<file path="config.mk">
export PLATFORM = sky130hd
export DESIGN_NAME = seq_det_ctrl
export DESIGN_NICKNAME = d
export VERILOG_FILES = /design/src/rtl/seq_det_pkg.sv /design/src/rtl/seq_match_core.sv /design/src/rtl/seq_det_ctrl.sv
export SDC_FILE = /design/constraint.sdc
export NUM_CORES = 1
export LEC_CHECK = 0
export BUFFER_PORTS_ARGS = -buffer_cell sky130_fd_sc_hd__buf_2
export CORE_MARGIN = 5
export CORE_UTILIZATION = 49
export DETAILED_ROUTE_END_ITERATION = 7
export MAX_ROUTING_LAYER = met4
export PLACE_DENSITY_LB_ADDON = 0.3
export SYNTH_ARGS = -nofsm -noshare
export SYNTH_HDL_FRONTEND = slang
export SYNTH_SLANG_ARGS = --single-unit
</file>
<file path="constraint.sdc">
create_clock -name clk -period 3.7 [get_ports clk]
set_input_delay 1.11 -clock clk [delete_from_list [all_inputs] [get_ports clk]]
set_output_delay 1.11 -clock clk [all_outputs]
set_load 0.02 [all_outputs]
</file>
<file path="src/rtl/seq_det_pkg.sv">
// Shared types and defaults for the programmable serial pattern detector.
package seq_det_pkg;

   localparam int DEF_MAX_LEN = 8;
   localparam int DEF_LEN_W   = 4;
   localparam int DEF_CNT_W   = 8;

   typedef enum logic [1:0] {
      IDLE = 2'b00,
      RUN  = 2'b01,
      HALT = 2'b10
   } state_e;

   typedef struct packed {
      logic [DEF_MAX_LEN-1:0] pattern;
      logic [DEF_LEN_W-1:0]   len;
      logic                   overlap;
      logic [DEF_CNT_W-1:0]   threshold;
   } cfg_t;

   function automatic logic len_ok(input int len, input int max_len);
      return (len >= 1) && (len <= max_len);
   endfunction

endpackage

</file>
<file path="src/rtl/seq_match_core.sv">
// History shift register, fill counter and length-masked comparator.
module seq_match_core #(
   parameter int MAX_LEN = 8,
   parameter int LEN_W   = 4
) (
   input  logic               clk,
   input  logic               aresetn,
   input  logic               shift_en,
   input  logic               bit_in,
   input  logic               clear,
   input  logic               clear_fill,
   input  logic [MAX_LEN-1:0] pattern,
   input  logic [LEN_W-1:0]   len,
   output logic               hit
);
   logic [MAX_LEN-1:0] history, hist_next, mask;
   logic [LEN_W-1:0]   fill, fill_next;

   // hit looks at the history as it will be after this beat's shift
   always_comb begin
      hist_next = {history[MAX_LEN-2:0], bit_in};
      fill_next = (fill >= LEN_W'(MAX_LEN)) ? LEN_W'(MAX_LEN) : fill + 1'b1;
      mask      = '0;
      for (int i = 0; i < MAX_LEN; i++)
         mask[i] = (i < int'(len));
      hit = shift_en && (fill_next >= len) &&
            ((hist_next & mask) == (pattern & mask));
   end

   always_ff @(posedge clk or negedge aresetn) begin
      if (!aresetn) begin
         history <= '0;
         fill    <= '0;
      end else if (clear) begin
         history <= '0;
         fill    <= '0;
      end else if (shift_en) begin
         history <= hist_next;
         fill    <= clear_fill ? '0 : fill_next;
      end
   end

endmodule

</file>
<file path="src/rtl/seq_det_ctrl.sv">
// Config handshake, IDLE/RUN/HALT control, saturating match counter and sticky irq.
module seq_det_ctrl
   import seq_det_pkg::*;
#(
   parameter int MAX_LEN = DEF_MAX_LEN,
   parameter int LEN_W   = DEF_LEN_W,
   parameter int CNT_W   = DEF_CNT_W
) (
   input  logic               clk,
   input  logic               aresetn,
   input  logic               cfg_valid,
   output logic               cfg_ready,
   input  logic [MAX_LEN-1:0] cfg_pattern,
   input  logic [LEN_W-1:0]   cfg_len,
   input  logic               cfg_overlap,
   input  logic [CNT_W-1:0]   cfg_threshold,
   output logic               cfg_err,
   input  logic               start,
   input  logic               stop,
   input  logic               bit_valid,
   input  logic               bit_in,
   output logic               match,
   output logic [CNT_W-1:0]   match_count,
   output logic               irq,
   input  logic               irq_clr,
   output logic               busy
);
   state_e             state;
   logic [MAX_LEN-1:0] pat_q;
   logic [LEN_W-1:0]   len_q;
   logic               ovl_q;
   logic [CNT_W-1:0]   thr_q;
   logic               cfg_loaded;
   logic               hit, arm, irq_set;
   logic [CNT_W-1:0]   cnt_next;

   assign cfg_ready = (state == IDLE);
   assign busy      = (state != IDLE);
   // a config beat in the same cycle wins over start
   assign arm       = (state == IDLE) && start && cfg_loaded && !cfg_valid;
   assign cnt_next  = (&match_count) ? match_count : match_count + 1'b1;
   assign irq_set   = (state == RUN) && hit && (thr_q != '0) && (cnt_next == thr_q);

   seq_match_core #(.MAX_LEN(MAX_LEN), .LEN_W(LEN_W)) u_core (
      .clk        (clk),
      .aresetn    (aresetn),
      .shift_en   ((state == RUN) && bit_valid),
      .bit_in     (bit_in),
      .clear      (arm),
      .clear_fill (hit && !ovl_q),
      .pattern    (pat_q),
      .len        (len_q),
      .hit        (hit)
   );

   always_ff @(posedge clk or negedge aresetn) begin
      if (!aresetn) begin
         state       <= IDLE;
         pat_q       <= '0;
         len_q       <= '0;
         ovl_q       <= 1'b0;
         thr_q       <= '0;
         cfg_loaded  <= 1'b0;
         cfg_err     <= 1'b0;
         match       <= 1'b0;
         match_count <= '0;
         irq         <= 1'b0;
      end else begin
         cfg_err <= 1'b0;
         match   <= 1'b0;
         if (irq_clr)      irq <= 1'b0;
         else if (irq_set) irq <= 1'b1;
         case (state)
            IDLE: begin
               if (cfg_valid) begin
                  if (len_ok(int'(cfg_len), MAX_LEN)) begin
                     pat_q      <= cfg_pattern;
                     len_q      <= cfg_len;
                     ovl_q      <= cfg_overlap;
                     thr_q      <= cfg_threshold;
                     cfg_loaded <= 1'b1;
                  end else begin
                     cfg_err <= 1'b1;
                  end
               end else if (arm) begin
                  state       <= RUN;
                  match_count <= '0;
               end
            end
            RUN: begin
               if (hit) begin
                  match       <= 1'b1;
                  match_count <= cnt_next;
               end
               // stop still lets the final match be counted, but never halts
               if (stop)                     state <= IDLE;
               else if (irq_set && !irq_clr) state <= HALT;
            end
            HALT: if (irq_clr) state <= IDLE;
            default: state <= IDLE;
         endcase
      end
   end

endmodule

</file>
Yosys cells after proc, flatten, opt, wreduce, memory -nomap -nowiden
Index checks and enable logic that the tools add are counted.

cells by class
  add/sub/neg operators = 2
  multiply operators = 0
  divide/modulo/power cells = 0
  $lt $le $gt $ge = 12
  eq/ne operators = 9
  shift operators = 0
  muxes and demuxes = 24
  bitwise operators = 2
  reductions and logical operators = 25

operator list
  kind                                                                         number
  8-bit two-way mux                                                            4
  8-bit AND                                                                    2
  8-bit equality test                                                          2
  3-bit by 4-bit less-than comparator with 1-bit output, first input constant  4
  4-bit two-way mux                                                            4
  8-bit one-hot mux with 2 select lines                                        1
  7-bit two-way mux                                                            2
  1-bit logical AND                                                            12
  2-bit two-way mux                                                            5
  8-bit by 1-bit adder with 8-bit output, second input constant                1
  1-bit by 4-bit less-than comparator with 1-bit output, first input constant  2
  2-bit by 4-bit less-than comparator with 1-bit output, first input constant  2
  4-bit AND reduction                                                          2
  8-bit AND reduction                                                          1
  2-bit nonzero test                                                           4
  8-bit nonzero test                                                           1
  1-bit two-way mux                                                            7
  2-bit inequality test, second input constant                                 3
  2-bit one-hot mux with 3 select lines                                        1
  4-bit by 1-bit adder with 4-bit output, second input constant                1
  4-bit by 1-bit >= comparator with 1-bit output, second input constant        1
  4-bit >= comparator                                                          1
  4-bit >= comparator, second input constant                                   1
  4-bit <= comparator, second input constant                                   1
  other kinds (7)                                                              9

storage, ports and cells
  bits in registers = 46
  bits in latches = 0
  RAM bits = 0
  memory bits (read-only) = 0
  word-level logic and storage cells = 86
  memories = 0

Depth between registers and ports, before layout
Gate-level depths: netlist (run 1).

  depth after elaboration = 12
  mapped depth = 10

Modules after synthesis
From an unflattened synthesis (run 1), not the netlist that was laid out.

unflattened totals
  cell total of the unflattened synthesis = 249
  area, all modules = 2626.3 um^2

modules (own cells, without submodules)
  module          times used  cells an instance  area each (um^2)  sequential area each (um^2)
  seq_det_ctrl    1           169                1870.5            875.8
  seq_match_core  1           80                 755.7             275.3

Worst setup path after synthesis (run 1)
Ideal clock, no wire load.

  path type = input to register
  start point = input bit_in
  end point = register u_core.fill[1]
  setup time = 0.121 ns
  arrival time = 2.277 ns
  data required time = 3.579 ns
  slack = 1.302 ns
  cell stages on the path = 7
  buffers on the path = 0
  cells stage by stage = xnor2_1 -> o22ai_1 -> nor3_1 -> o2111ai_4 -> nor2_1 -> nor2_1 -> a22o_2

on the way
  cells in the longest elaborated chain, start to end = 7

ends and longest elaborated chain
  what                  line                  source
  from (decl)           seq_det_ctrl.sv:21    input logic bit_in,
  8-bit AND             seq_match_core.sv:27  ((hist_next & mask) == (pattern & mask));
  8-bit equality test   seq_match_core.sv:27
  1-bit logical AND     seq_match_core.sv:26  hit = shift_en && (fill_next >= len) &&
  1-bit logical AND     seq_det_ctrl.sv:50    .clear_fill (hit && !ovl_q),
  4-bit two-way mux     seq_match_core.sv:39  fill <= clear_fill ? '0 : fill_next;
  4-bit two-way mux     seq_match_core.sv:37  end else if (shift_en) begin
  4-bit two-way mux     seq_match_core.sv:34  end else if (clear) begin
  to (signal assigned)  seq_match_core.sv:39
  to (decl)             seq_match_core.sv:17  logic [LEN_W-1:0] fill, fill_next;

Every way passes these cells. The select of a mux whose other input is x is not followed.
A chain may end at the register's enable or synchronous reset.

Final worst setup path (run 1)
  start point = register match_count[0]
  end point = register state[0]

on the way
  cells in the longest elaborated chain, start to end = 7

ends and longest elaborated chain
  what                                                                                  line                source
  from (decl)                                                                           seq_det_ctrl.sv:23  output logic [CNT_W-1:0] match_count,
  from (signal assigned)                                                                seq_det_ctrl.sv:93  match_count <= cnt_next;
  8-bit by 1-bit adder with 8-bit output / 8-bit AND reduction (equally long branches)  seq_det_ctrl.sv:41  assign cnt_next = (&match_count) ? match_count : match_count + 1'b1;
  8-bit two-way mux (*)                                                                 seq_det_ctrl.sv:41
  8-bit equality test (*)                                                               seq_det_ctrl.sv:42  assign irq_set = (state == RUN) && hit && (thr_q != '0) && (cnt_next == thr_q);
  1-bit logical AND (*)                                                                 seq_det_ctrl.sv:42
  1-bit logical AND (*)                                                                 seq_det_ctrl.sv:97  else if (irq_set && !irq_clr) state <= HALT;
  3-bit by 2-bit inequality test with 1-bit output (no line) (*)                        -
  4-bit AND reduction (no line) (*)                                                     -
  to (signal assigned)                                                                  seq_det_ctrl.sv:96  if (stop) state <= IDLE;
  to (signal assigned)                                                                  seq_det_ctrl.sv:97
  to (signal assigned)                                                                  seq_det_ctrl.sv:99  HALT: if (irq_clr) state <= IDLE;
  to (decl)                                                                             seq_det_ctrl.sv:28  state_e state;

Mark *: on every way between the ends. The rest lies on a longest branch, timed or not.

==> results.cfg, run 1 <==
[outcome]
status = finished clean

[timing]
fin_setup_tns_ps = 0
whs_ps = 479
worst_slew_pin_slew_ps = 1020
hold_viol_final = 0
fin_skew_ps = 6.45
setup_viol = 0
grt_setup_unrepaired = false
slew_headroom_pct = 32.0
drv_slew = 0
timing.final.crit_share_pct = 66.0
period_needed_ps = 2440
fmax_ghz = 0.410

[synth]
avgSynthCellArea_um2 = 10.2
synth_top_area_share_pct = 46.3
yosys.cell_types.count = 46
ys_ff_latch = 46
ys_warn_count = 0
synth_edf_count = 0
async_flop_share_pct = 100
syn_nets = 279
syn_inst = 243
ys.flop_type = dfrtp_1
yosysSeqAreaShare_pct = 46.3
synthTopCellsByArea = dfrtp_1, mux2_2, xnor2_1
yosysTopAreaCell = dfrtp_1
netlist_area_mm2 = 0.00249

[clocking]
cts.clk_slew.worst_paths_ps = 90
clkSinkCount = 46
clockBufferDepth = 2
clockRootBuffer = clkbuf_8
cts_tree = yes
cts_buffers = 5
clock_latency_ps = 300
post_cts_resized = 0
cts.hold.buffers_added = 0
cts_setup_buffers = 0
ctsHtreeMaxLevel = 2

[detailed_routing]
vias = 1913
wl_per_cell_um = 14.6
drt-pass1-iter-count = 4
drcViolationCount = 0
drt_wl_total_um = 5170
ant_nets = 0
viasPerCell = 5.40
drt-initial-drc-count = 155

[setup_path]
worstPathArrival_ps = 2610
critPathRequiredTime_ps = 3870
worst_setup_path_start_kind = register
r2r_cells = 8
reg2reg_slack_ps = 1260
reg2reg_from = match_count[0]$_DFFE_PN0P_
end_kind = register
rr_endpoint = state[0]$_DFFE_PN0P_
crit_path_max_fanout = 7
crit_type = register to register

[final_layout]
num_antenna_cells = 0
layout-drive-gt1-share_pct = 28.5
syn_to_final_growth_pct = 15.1
nNetsFinal = 319

[die]
fp.dieArea_mm2 = 0.00660
die_h_um = 81.3
rows = 26
core_area_mm2 = 0.00501
die_w_um = 81.3
io_pins = 42
initial_core_util_pct = 49.7

[power]
irDropWorstVdd_mv = 0.238
p_leak_nw = 1.33
powerDensity_mw_per_mm2 = 517

[global_routing]
antenna_found_initial = 0
grt_usage_pct = 17.9
grt_pass1_wl_um = 8840
grt_max_degree = 47
globalRoute.totalOverflow = 0
grt_pass1_vias = 1886

[place]
dp_hpwl_um = 3800
gp_congestion = 0.878
port_buffers = 41

[min_path]
whs_path_depth = 1
min_to = cfg_loaded$_DFFE_PN0P_
hp-class = register to register
hold_start = cfg_loaded$_DFFE_PN0P_

[run]
drv_cap = 0
[logic make-up (layout without fill, tap and decap cells)]
family / after synthesis / count (layout) / synth area share (%)
buf+inv: 18 / 59 / 2.87
compound gates: 47 / 47 / 14.1
flops: 46 / 46 / 46.3
mux: 22 / 22 / 9.86
simple gates: 84 / 84 / 16.7
xor+xnor: 19 / 19 / 6.69
fa+ha+maj: 7 / 7 / 3.52
[cells in the mapped netlist (all sizes together), types with 3 or more instances]
cell type / number
a21oi: 5
o21a: 3
ha: 7
a31oi: 7
nor2: 19
o21ai: 9
nor3: 3
o31ai: 4
nor4: 4
nand2: 27
xor2: 6
xnor2: 13
nand3: 14
nand2b: 3
mux2: 20
a22o: 5
inv: 8
dfrtp: 46
nand4: 3
clkbuf: 9
[placed cells by master, fill, tap and decap left out, types with 4 or more instances in the layout]
cell type | netlist | routed
buf_2 | 0 | 41
mux2_2 | 20 | 20
a21oi_1 | 5 | 5
clkbuf_8 | 0 | 5
o31ai_1 | 4 | 4
nand3_1 | 14 | 14
nand2_1 | 26 | 26
inv_1 | 8 | 8
dfrtp_1 | 46 | 46
a31oi_1 | 7 | 7
xnor2_1 | 13 | 13
o21ai_0 | 9 | 9
ha_1 | 7 | 7
xor2_1 | 6 | 6
nor2_1 | 19 | 19
[worst max-delay path by stage]
stage | startpoint | to | slack [ps]
3_5_place_dp | bit_valid | u_core.fill[3]$_DFFE_PN0P_ | 970
2_1_floorplan | bit_in | u_core.fill[1]$_DFFE_PN0P_ | 1300
4_1_cts | match_count[0]$_DFFE_PN0P_ | state[0]$_DFFE_PN0P_ | 1260
6_report | match_count[0]$_DFFE_PN0P_ | state[0]$_DFFE_PN0P_ | 1260
5_1_grt | match_count[0]$_DFFE_PN0P_ | state[0]$_DFFE_PN0P_ | 1010
3_3_place_gp | bit_valid | u_core.fill[2]$_DFFE_PN0P_ | 1050
[sequential cells by signal, indices dropped and copies added (netlist names)]
signal / count
match: 1
match_count: 8
thr_q: 8
u_core.fill: 4
irq: 1
cfg_err: 1
u_core.history: 7
state: 2
len_q: 4
pat_q: 8
ovl_q: 1
cfg_loaded: 1
[worst max-delay path, stage by stage, from the launching register on]
cell and delay (ps):
dfrtp_1 460, ha_1 250, nand3_1 210, nor2_1 440
mux2i_1 270, xor2_1 170, o31ai_1 140, nor4_4 270
o31ai_1 100
[metal layers]
metal  GRT usage, %  up-vias  routed length [um]
met5              -        -                   0
met2           26.1       54                2300
met1           24.5      900                2480
met3           4.32       11                 280
met4           6.25        0                 105
li1               -      948                   -
[per-stage QoR]
stage / utilization, % / power, mW / cell area [um^2] / std cells / setup WS, ps
floorplan: - / 1.00 / 2490 / 243 / 1300
global placement: 55.0 / 1.11 / 2750 / 346 / 1050
finish: 57.1 / 1.48 / 2860 / 354 / 1260
global route: 57.1 / 1.58 / 2860 / 354 / 1010
detailed placement: 55.0 / 1.12 / 2750 / 346 / 973
CTS: 57.1 / 1.50 / 2860 / 354 / 1260
[layout make-up]
type,instances,area (um^2)
inverters,8,30.0
well taps,70,87.6
fillers,480,2150
multi-input cells,179,1260
clock buffers,5,68.8
clock inverters,3,40.0
repair buffers,43,220
flip-flops and latches,46,1150
[report_power, final]
group / switching [mW] / internal (mW) / leakage, nW / total [mW]
registers: 0.0977 / 0.592 / 0.585 / 0.690
logic: 0.209 / 0.209 / 0.688 / 0.418
clock network: 0.173 / 0.199 / 0.0579 / 0.372
total: 0.479 / 1.00 / 1.33 / 1.48
Power figures use the tool's default switching activity.
==> run 2, diff against run 1 <==
- clock period: 3.7 -> 2.5 ns (I/O delays scaled with it)
==> results.cfg, run 2 (same netlist as run 1, synthesis figures left out) <==
[detailed_routing]
drt-pass1-iter-count = 4
drcViolationCount = 0
ant_nets = 0
drt_wl_total_um = 5210
vias = 1935
viasPerCell = 5.38
wl_per_cell_um = 14.5
drt-initial-drc-count = 132

[final_layout]
final_core_util_pct = 58.4
layout-drive-gt1-share_pct = 30.7
num_antenna_cells = 0
fillers = 467
reg.largest.list = match_count (8), pat_q (8), thr_q (8)
final_common_cell = dfrtp_1
syn_to_final_growth_pct = 17.7
final_cell_mix = dfrtp_1, buf_2, nand2_1
nNetsFinal = 325

[setup_path]
crit_type = register to register
critPathRequiredTime_ps = 2690
worst_setup_path_start_kind = register
crit_path_max_fanout = 7
worstPathArrival_ps = 2560
reg2reg_slack_ps = 130
end_kind = register

[clocking]
cts.clk_slew.worst_paths_ps = 80
clockBufferDepth = 2
cts.hold.buffers_added = 0
clkSinkCount = 46
ctsHtreeMaxLevel = 2
clock_latency_ps = 300
clockRootBuffer = clkbuf_8
cts_buffers = 5
cts_tree = yes

[timing]
whs_ps = 411
worst_slew_pin_slew_ps = 503
fin_skew_ps = 7.62
timing.final.crit_share_pct = 94.8
fmax_ghz = 0.422
drv_slew = 0
slew_headroom_pct = 66.5
period_needed_ps = 2370
worst_slack_ps = 129
grt_setup_unrepaired = true
hold_viol_final = 0
setup_viol = 0

[die]
core_area_mm2 = 0.00501
rows = 26
fp.dieArea_mm2 = 0.00660
die_w_um = 81.3
die_h_um = 81.3
io_pins = 42
initial_core_util_pct = 49.7

[global_routing]
grt_usage_pct = 19.0
antenna_found_initial = 0
grt_max_degree = 26
grt_pass1_vias = 1944
grt_pass1_wl_um = 9210
globalRoute.totalOverflow = 0

[outcome]
status = finished clean

[place]
dp_hpwl_um = 4060
place_ws_ps = 98.6
gp_congestion = 0.913
port_buffers = 41

[power]
irDropWorstVdd_mv = 0.532
switching_share_pct = 32.8
netSwitchingPower_mw = 0.695
p_seq_share_pct = 47.8
combPwrFrac_pct = 30.4
powerDensity_mw_per_mm2 = 724
power_frac_clock_pct = 21.9
p_leak_nw = 1.36
internal_power_mw = 1.43

[min_path]
hp-class = input pin to async pin

[run]
drv_cap = 0
-- run 2: final cells by class --
| cell class | count | area (um^2) | area share, % |
|---|---|---|---|
| flip-flops and latches | 46 | 1150 | 39.3 |
| multi-input cells | 179 | 1280 | 43.6 |
| repair buffers | 49 | 290 | 9.91 |
| inverters | 8 | 30.0 | 1.03 |
| clock buffers | 7 | 86.3 | 2.95 |
| clock inverters | 1 | 5.00 | 0.171 |
| well taps | 70 | 87.6 | 2.99 |
-- run 2: what timing repair did --
action | in CTS | in global routing
gates resized for setup | 0 | 4
endpoints found under the setup margin | 0 | 5
setup buffers | 0 | 1
-- run 2: stage by stage --
stage	TNS [ps]	std cells	area (um^2)	total power [mW]
after floorplan	0	243	2490	1.48
after global placement	0	351	2820	1.65
after detailed placement	0	351	2820	1.68
after CTS	0	359	2910	2.15
after global routing	-41.2	360	2930	2.29
final	0	360	2930	2.12
-- run 2: critical path, cell delays in order (launching register included) --
cell and delay [ps]:
dfrtp_1 430, or4b_1 550, a2111oi_2 320, o21a_1 230, o2111ai_4 220, nor2_2 200
nor2_2 60, a22o_2 250
-- run 2: power by group through the flow --
stage                     Sequential, mW  Clock [mW]  Combinational (mW)
final                               1.01       0.464               0.644
after floorplan                     1.01           0               0.474
after detailed placement            1.03           0               0.646
after CTS                           1.01       0.486               0.649
after global routing                1.04       0.523               0.725
after global placement              1.02           0               0.628
-- run 2: per-layer routing --
layer	track usage, %	vias to the layer above	routed length [um]
met2	27.2	60	2340
met5	-	-	0
met1	25.8	913	2530
li1	-	958	-
met4	7.94	0	56
met3	4.43	4	279
-- run 2: worst paths after layout --
path                                                    to                    from  cells past startpoint
worst max-delay path            u_core.fill[1]$_DFFE_PN0P_    len_q[1]$_DFFE_PN0P_                      7
worst min-delay path                  pat_q[2]$_DFFE_PN0P_                 aresetn                      1
worst max register to register  u_core.fill[1]$_DFFE_PN0P_    len_q[1]$_DFFE_PN0P_                      7
worst min register to register      cfg_loaded$_DFFE_PN0P_  cfg_loaded$_DFFE_PN0P_                      1
max in group asynchronous             thr_q[1]$_DFFE_PN0P_                 aresetn                      2
min in group clk                    cfg_loaded$_DFFE_PN0P_  cfg_loaded$_DFFE_PN0P_                      1
==> run 3, diff against run 2 <==
==> constraint.sdc (replaced) <==
create_clock -name clk -period 2.5 [get_ports clk]
set_input_delay 0.375 -clock clk [delete_from_list [all_inputs] [get_ports clk]]
set_output_delay 0.375 -clock clk [all_outputs]
set_load 0.02 [all_outputs]
==> results.cfg, run 3 (same netlist as run 1, synthesis figures left out) <==
[outcome]
status = finished clean

[run]
drv_cap = 0

[setup_path]
end_kind = register
crit_type = register to register
crit_path_max_fanout = 7
critPathRequiredTime_ps = 2700
worst_setup_path_start_kind = register
worstPathArrival_ps = 2540

[die]
core_area_mm2 = 0.00501
rows = 26
io_pins = 42
fp.dieArea_mm2 = 0.00660
die_h_um = 81.3
die_w_um = 81.3
initial_core_util_pct = 49.7

[power]
power_mw = 2.22
p_leak_nw = 1.37
irDropWorstVdd_mv = 0.491
powerDensity_mw_per_mm2 = 757

[final_layout]
nNetsFinal = 327
final_common_cell = dfrtp_1
num_antenna_cells = 0
syn_to_final_growth_pct = 17.7
fillers = 470
reg.largest.list = match_count (8), pat_q (8), thr_q (8)
layout-drive-gt1-share_pct = 30.5
multi_input_area_mm2 = 0.00127
ff_latch_area_mm2 = 0.00115
final_cell_mix = dfrtp_1, buf_2, nand2_1

[timing]
setup_viol = 0
fin_skew_ps = 8.18
grt_setup_unrepaired = false
period_needed_ps = 2340
drv_slew = 0
whs_ps = 5.61
hold_viol_final = 0
timing.final.crit_share_pct = 93.7
slew_headroom_pct = 70.1
fmax_ghz = 0.427
worst_slew_pin_slew_ps = 449
fin_setup_tns_ps = 0

[global_routing]
grt_usage_pct = 18.0
antenna_found_initial = 0
grt_pass1_wl_um = 8760
grt_pass1_vias = 1789
grt_max_degree = 28
globalRoute.totalOverflow = 0

[place]
port_buffers = 41
gp_congestion = 0.884
dp_hpwl_um = 3930

[detailed_routing]
ant_nets = 0
drt-initial-drc-count = 156
wl_per_cell_um = 14.5
drcViolationCount = 0
drt_wl_total_um = 5260
vias = 1926
drt-pass1-iter-count = 4
viasPerCell = 5.32

[clocking]
clock_latency_ps = 310
cts.hold.buffers_added = 0
cts_buffers = 5
clkSinkCount = 46
ctsHtreeMaxLevel = 2
cts_tree = yes
clockBufferDepth = 2
cts.clk_slew.worst_paths_ps = 90
clockRootBuffer = clkbuf_8

[min_path]
hp-class = input pin to async pin
run 3: cell count changes in the layout (fill, tap and decap cells not counted), sizes merged:
cell and delta:
buf +2, bufinv +1, clkbuf -1, clkinv -1, clkinvlp +1
run 3: worst paths after layout:
kind / from / endpoint / slack (ps) / cells past startpoint
setup / recovery: len_q[1]$_DFFE_PN0P_ / u_core.fill[2]$_DFFE_PN0P_ / 160 / 7
hold / removal: aresetn / match_count[7]$_DFFE_PN0P_ / 6 / 1
setup reg to reg: len_q[1]$_DFFE_PN0P_ / u_core.fill[2]$_DFFE_PN0P_ / 160 / 7
hold reg to reg: cfg_loaded$_DFFE_PN0P_ / cfg_loaded$_DFFE_PN0P_ / 470 / 1
max in group asynchronous: aresetn / u_core.history[3]$_DFFE_PN0P_ / 1780 / 2
min in group clk: cfg_len[0] / len_q[3]$_DFFE_PN0P_ / 270 / 2
run 3: metal layers:
metal	global-route usage (%)	routed length, um	vias up	share of wire (%)
met5	-	0	-	0
met4	6.25	47	0	0.89
met3	4.10	259	6	4.9
met2	24.8	2340	43	44
met1	26.0	2610	916	50
li1	-	-	961	-
run 3: worst max-delay path, stage by stage, from the launching register on:
cell and delay, ps:
dfrtp_1 440, or4b_1 550, a2111oi_2 310, o21a_1 220, o2111ai_4 200, nor2_2 180, nor2_1 90, a22o_2 260
run 3: area by class of cell:
class / count / area share, %
Sequential cell: 46 / 39.3
Clock buffer: 6 / 2.48
Tap cell: 70 / 2.99
Clock inverter: 2 / 1.28
Multi-Input combinational cell: 179 / 43.3
Inverter: 8 / 1.03
Timing Repair Buffer: 51 / 9.58
run 3: stage by stage:
stage | util (%) | std cells | setup WS, ps | area (um^2)
6_report | 58.4 | 362 | 156 | 2930
5_1_grt | 58.4 | 362 | 2.89 | 2930
4_1_cts | 58.2 | 361 | 118 | 2920
3_5_place_dp | 56.0 | 353 | 161 | 2810
3_3_place_gp | 56.0 | 353 | 209 | 2810
2_1_floorplan | - | 243 | 273 | 2490
run 3: repair_timing:
| action | CTS | global route |
|---|---|---|
| buffers inserted | 0 | 1 |
| resized for setup | 0 | 1 |
| endpoints found under the setup margin | 0 | 4 |
run 3: report_power, final:
part	internal (mW)	total (mW)	leakage, nW	switching [mW]
sequential	0.877	1.00	0.585	0.128
combinational	0.325	0.651	0.728	0.326
clock	0.298	0.561	0.0514	0.262
